===== config.mk =====
export PLATFORM = sky130hd
export DESIGN_NAME = elevator_input_conditioner
export DESIGN_NICKNAME = d
export VERILOG_FILES = /design/src/rtl/elevator_pkg.sv /design/src/rtl/debounce_channel.sv /design/src/rtl/elevator_input_conditioner.sv
export SDC_FILE = /design/constraint.sdc
export NUM_CORES = 1
export LEC_CHECK = 0
export CORE_UTILIZATION = 41
export CTS_CLUSTER_DIAMETER = 100
export CTS_CLUSTER_SIZE = 40
export DETAILED_ROUTE_END_ITERATION = 10
export DONT_BUFFER_PORTS = 1
export MAX_ROUTING_LAYER = met4
export PLACE_DENSITY = 0.61
export SYNTH_ARGS = -nofsm -noshare
export SYNTH_HDL_FRONTEND = slang
export SYNTH_SLANG_ARGS = --single-unit

===== constraint.sdc =====
create_clock -name clk_50 -period 1.4 [get_ports clk_50]
set_clock_uncertainty 0.1 [all_clocks]
set_input_delay 0.42 -clock clk_50 [delete_from_list [all_inputs] [get_ports clk_50]]
set_output_delay 0.42 -clock clk_50 [all_outputs]
set_load 0.005 [all_outputs]

===== src/rtl/elevator_pkg.sv =====
// rtl/elevator_pkg.sv - shared constants for the elevator operator-input front end
package elevator_pkg;

  localparam int NUM_FLOORS = 3;
  localparam int NUM_CH     = 6;

  localparam int CH_BTN1    = 0;
  localparam int CH_BTN2    = 1;
  localparam int CH_BTN3    = 2;
  localparam int CH_SOS     = 3;
  localparam int CH_WEIGHT  = 4;
  localparam int CH_WRESET  = 5;

  localparam logic BTN_IDLE = 1'b1;
  localparam logic SW_IDLE  = 1'b0;

  // Long enough for a level already present at reset release to pass sync, debounce and edge detect.
  function automatic int settle_cycles(input int debounce);
    return 2 * debounce + 4;
  endfunction

endpackage


===== src/rtl/debounce_channel.sv =====
// rtl/debounce_channel.sv - 2-FF synchroniser, run-length debouncer and registered edge pulses
module debounce_channel #(
  parameter int   DEBOUNCE_CYCLES = 10,
  parameter logic IDLE_LEVEL      = 1'b0
) (
  input  logic clk_50,
  input  logic reset_n,
  input  logic raw,
  output logic level,
  output logic rise,
  output logic fall
);

  localparam int CW = $clog2(DEBOUNCE_CYCLES);

  logic          sync1;
  logic          sync2;
  logic          stable;
  logic          stable_d;
  logic [CW-1:0] cnt;

  always_ff @(posedge clk_50 or negedge reset_n) begin
    if (!reset_n) begin
      sync1    <= IDLE_LEVEL;
      sync2    <= IDLE_LEVEL;
      stable   <= IDLE_LEVEL;
      stable_d <= IDLE_LEVEL;
      cnt      <= '0;
      rise     <= 1'b0;
      fall     <= 1'b0;
    end else begin
      sync1    <= raw;
      sync2    <= sync1;
      // cnt holds the number of earlier consecutive samples that disagreed with stable
      if (sync2 != stable) begin
        if (cnt == CW'(DEBOUNCE_CYCLES - 1)) begin
          stable <= sync2;
          cnt    <= '0;
        end else begin
          cnt    <= cnt + CW'(1);
        end
      end else begin
        cnt <= '0;
      end
      stable_d <= stable;
      rise     <= stable & ~stable_d;
      fall     <= ~stable & stable_d;
    end
  end

  assign level = stable_d;

endmodule


===== src/rtl/elevator_input_conditioner.sv =====
// rtl/elevator_input_conditioner.sv - debounced floor calls, SOS level and switch-toggle events
// Optional build macro STUCK_DETECT_EN adds per-button stuck detection and masking.
module elevator_input_conditioner
  import elevator_pkg::*;
#(
  parameter int CLK_FREQ        = 500,
  parameter int DEBOUNCE_CYCLES = CLK_FREQ / 50,
  parameter int STUCK_CYCLES    = CLK_FREQ * 10
) (
  input  logic                  clk_50,
  input  logic                  reset_n,
  input  logic [NUM_FLOORS-1:0] button_n,
  input  logic                  sos_flip,
  input  logic                  weight_flip,
  input  logic                  weight_flip_reset,
  input  logic [NUM_FLOORS-1:0] floor_served,
  output logic [NUM_FLOORS-1:0] call_pending,
  output logic [NUM_FLOORS-1:0] call_pulse,
  output logic                  sos_level,
  output logic                  sos_changed,
  output logic                  person_in,
  output logic                  people_clear,
  output logic [NUM_FLOORS-1:0] stuck
);

  localparam int SETTLE = settle_cycles(DEBOUNCE_CYCLES);
  localparam int SW     = $clog2(SETTLE + 1);

  logic [NUM_CH-1:0]     raw;
  logic [NUM_CH-1:0]     level;
  logic [NUM_CH-1:0]     rise;
  logic [NUM_CH-1:0]     fall;
  logic [NUM_FLOORS-1:0] press;
  logic [NUM_FLOORS-1:0] stuck_q;
  logic [SW-1:0]         settle_cnt;
  logic                  settled;
  logic                  spare_unused;

  assign raw[CH_BTN3:CH_BTN1] = button_n;
  assign raw[CH_SOS]          = sos_flip;
  assign raw[CH_WEIGHT]       = weight_flip;
  assign raw[CH_WRESET]       = weight_flip_reset;

  for (genvar g = 0; g < NUM_CH; g++) begin : g_ch
    debounce_channel #(
      .DEBOUNCE_CYCLES (DEBOUNCE_CYCLES),
      .IDLE_LEVEL      ((g < NUM_FLOORS) ? BTN_IDLE : SW_IDLE)
    ) u_ch (
      .clk_50  (clk_50),
      .reset_n (reset_n),
      .raw     (raw[g]),
      .level   (level[g]),
      .rise    (rise[g]),
      .fall    (fall[g])
    );
  end

  // Switch events are swallowed until the power-on level has worked through the debouncers.
  always_ff @(posedge clk_50 or negedge reset_n) begin
    if (!reset_n) begin
      settle_cnt <= '0;
    end else if (!settled) begin
      settle_cnt <= settle_cnt + SW'(1);
    end
  end

  assign settled = (settle_cnt == SW'(SETTLE));

  assign press = fall[CH_BTN3:CH_BTN1] & ~stuck_q & {NUM_FLOORS{~sos_level}};

  always_ff @(posedge clk_50 or negedge reset_n) begin
    if (!reset_n) begin
      call_pending <= '0;
      call_pulse   <= '0;
      sos_level    <= 1'b0;
      sos_changed  <= 1'b0;
      person_in    <= 1'b0;
      people_clear <= 1'b0;
    end else begin
      call_pulse   <= press;
      call_pending <= (call_pending & ~floor_served) | press;
      sos_level    <= level[CH_SOS];
      sos_changed  <= settled & (rise[CH_SOS] | fall[CH_SOS]);
      person_in    <= settled & (rise[CH_WEIGHT] | fall[CH_WEIGHT]);
      people_clear <= settled & (rise[CH_WRESET] | fall[CH_WRESET]);
    end
  end

`ifdef STUCK_DETECT_EN
  localparam int HW = $clog2(STUCK_CYCLES + 1);

  logic [HW-1:0] hold_cnt [NUM_FLOORS];

  always_ff @(posedge clk_50 or negedge reset_n) begin
    if (!reset_n) begin
      stuck_q <= '0;
      for (int i = 0; i < NUM_FLOORS; i++) hold_cnt[i] <= '0;
    end else begin
      for (int i = 0; i < NUM_FLOORS; i++) begin
        if (level[i]) begin
          hold_cnt[i] <= '0;
          stuck_q[i]  <= 1'b0;
        end else if (!stuck_q[i]) begin
          if (hold_cnt[i] == HW'(STUCK_CYCLES - 1)) stuck_q[i] <= 1'b1;
          else hold_cnt[i] <= hold_cnt[i] + HW'(1);
        end
      end
    end
  end

  assign spare_unused = ^{rise[CH_BTN3:CH_BTN1], level[CH_WEIGHT], level[CH_WRESET]};
`else
  assign stuck_q      = '0;
  assign spare_unused = ^{rise[CH_BTN3:CH_BTN1], level[CH_BTN3:CH_BTN1],
                          level[CH_WEIGHT], level[CH_WRESET], (STUCK_CYCLES > 0)};
`endif

  assign stuck = stuck_q;

endmodule


==> impl_metrics.tcl <==
set metrics [dict create \
    synth-seq-cells 72 \
    io_pins 24 \
    dieHeight_um 83.0 \
    nets 240 \
    yosysWarnings 0 \
    yosysSeqAreaShare_pct 67.5 \
    gr-usage-all-layers_pct 11.4 \
    first_global_vias 1374 \
    dieArea_um2 6900 \
    yosysTopAreaCell "dfrtp_1" \
    avgSynthCellArea_um2 13.4 \
    grt_max_degree 73 \
    antenna_found_initial 0 \
    status "finished with violations" \
    fin_setup_tns_ns 0 \
    synthTopCellsByArea "dfrtp_1 (56%), dfstp_2 (12%), ha_1 (5.6%)" \
    routabilityCongestion 0.699 \
    rows 29 \
    clockBufferDepth 2 \
    finalHoldViolations 72 \
    hp-class "in -> async" \
    synth_edf_count 0 \
    p_leak_nw 1.47 \
    cts_num_sinks 72 \
    clk_latency_ns 0.33 \
    fin_crit_ns 1.28 \
    start_util_pct 42.4 \
    htreeDepth 3 \
    postCtsSetupBuffers 0 \
    ant_nets 0 \
    finalPower_w 0.00410 \
    die_w_um 83.0 \
    cts-hold-fix-buffers 6 \
    critPathKind "reg -> out" \
    final_common_cell "dfrtp_1" \
    clkTransAtPathRegs_ns 0.07 \
    drive_gt1_share_pct 16.7 \
    wire_per_inst_um 10.8 \
    cp-end-kind "primary output" \
    cts_tree "done" \
    setup_viol 0 \
    drc 0 \
    start_kind "flip-flop" \
    rsz0062_at_grt "no" \
    fillers 574 \
    diodes 0 \
    firstDrtPassIters 4 \
    synthArstFlopShare_pct 100 \
    hpwl_um 2030 \
    cap_violations 0 \
    cts_resized 0 \
    yosys.cell_types.count 25 \
    vdd_drop_max_uv 670 \
    fp.coreArea_um2 6350 \
    whs_ns -0.326 \
    p_per_area_nw_per_um2 1360 \
    layout_common_cells "dfrtp_1 (60), nor2_1 (28), nor2b_1 (13)" \
    syn_to_final_growth_pct 11.7 \
    worstPathRequired_ns 0.88 \
    grt_overflow_total 0 \
    synthCells 201 \
    critPathMaxFanout 4 \
    route.vias.total 1367 \
    drv_slew 0 \
    synth_top_area_share_pct 55.8 \
    synthFlopType "dfrtp_1" \
    crit_arrival_ns 0.76 \
    cts-root-buf "clkbuf_8" \
    cts_buffers 9 \
    grt_pass1_wl_um 6020 \
    fin_crit_sh_pct 91.1 \
    violations "hold timing" \
    vias_per_cell 4.57 \
    io_buffer_count 0 \
    syn_area_um2 2690 \
    drtIter0Drc 28 \
    finalWirelength_um 3220 \
    fmax_mhz 784 \
]
-- power by group --
| part | switching, W | internal [W] |
|---|---|---|
| Clock | 0.000769 | 0.000637 |
| Sequential | 0.000137 | 0.00227 |
| Combinational | 0.000128 | 0.000151 |
-- cells in the mapped netlist, types with 5 or more instances --
cell / instances
mux2_2: 5
nor2b_1: 13
inv_1: 10
nand3_1: 7
xor2_1: 12
nand2_1: 8
ha_1: 12
nand3b_1: 7
dfstp_2: 12
xnor2_1: 9
nor2_1: 28
dfrtp_1: 60
-- path summary, 6_finish.rpt --
kind	start	endpoint	slack (ns)	cells past startpoint
min	reset_n	settle_cnt[3]	-0.33	0
min in group clk_50	floor_served[2]	call_pending[2]	0.14	2
max in group asynchronous	reset_n	g_ch[0].u_ch.stable	1.31	0
max	sos_level	sos_level	0.12	0
min reg2reg	g_ch[3].u_ch.sync1	g_ch[3].u_ch.sync2	0.25	0
max reg2reg	g_ch[3].u_ch.cnt[0]	g_ch[3].u_ch.stable	0.13	3
-- per-stage QoR --
stage                     cell area [um^2]  setup slack, ns  std cells  utilization (%)
after floorplan                       2700            0.179        203                -
after global placement                2770            0.156        277             43.7
after detailed placement              2770            0.136        277             43.7
after CTS                             3010            0.104        299             47.3
after global routing                  3010           0.0297        299             47.3
final                                 3010            0.125        299             47.3
-- cell type report --
cell class	count	area [um^2]	area share, %
inverters	11	41.3	1.37
clock inverters	7	48.8	1.62
flip-flops and latches	72	1820	60.4
repair buffers	6	60.1	2.00
clock buffers	9	124	4.12
multi-input cells	117	820	27.3
well taps	77	96.3	3.20
-- cell families after synthesis --
| logic type | share of synthesized area [%] |
|---|---|
| adders and majority gates | 5.58 |
| and+or+nand+nor | 13.3 |
| muxes | 2.65 |
| xor gates and xnor gates | 6.83 |
| AOI/OAI and AO/OA | 1.63 |
| buffers and inverters | 2.37 |
| DFF | 67.5 |
| other | 0.139 |
-- state kept, by name (all words and copies together) (netlist names), 3 cells and up --
signal	flops
g_ch.u_ch.cnt	24
g_ch.u_ch.fall	6
g_ch.u_ch.level	6
g_ch.u_ch.stable	6
g_ch.u_ch.sync1	6
g_ch.u_ch.sync2	6
settle_cnt	5
call_pending	3
call_pulse	3
g_ch.u_ch.rise	3
-- per-layer routing --
layer	vias up	routed length [um]	global-route usage [%]
met3	8	113	3.08
met2	31	1460	16.2
li1	669	-	-
met1	659	1570	14.4
met5	-	0	-
met4	0	75	7.52
No activity file was read; power rests on OpenSTA's default activity.
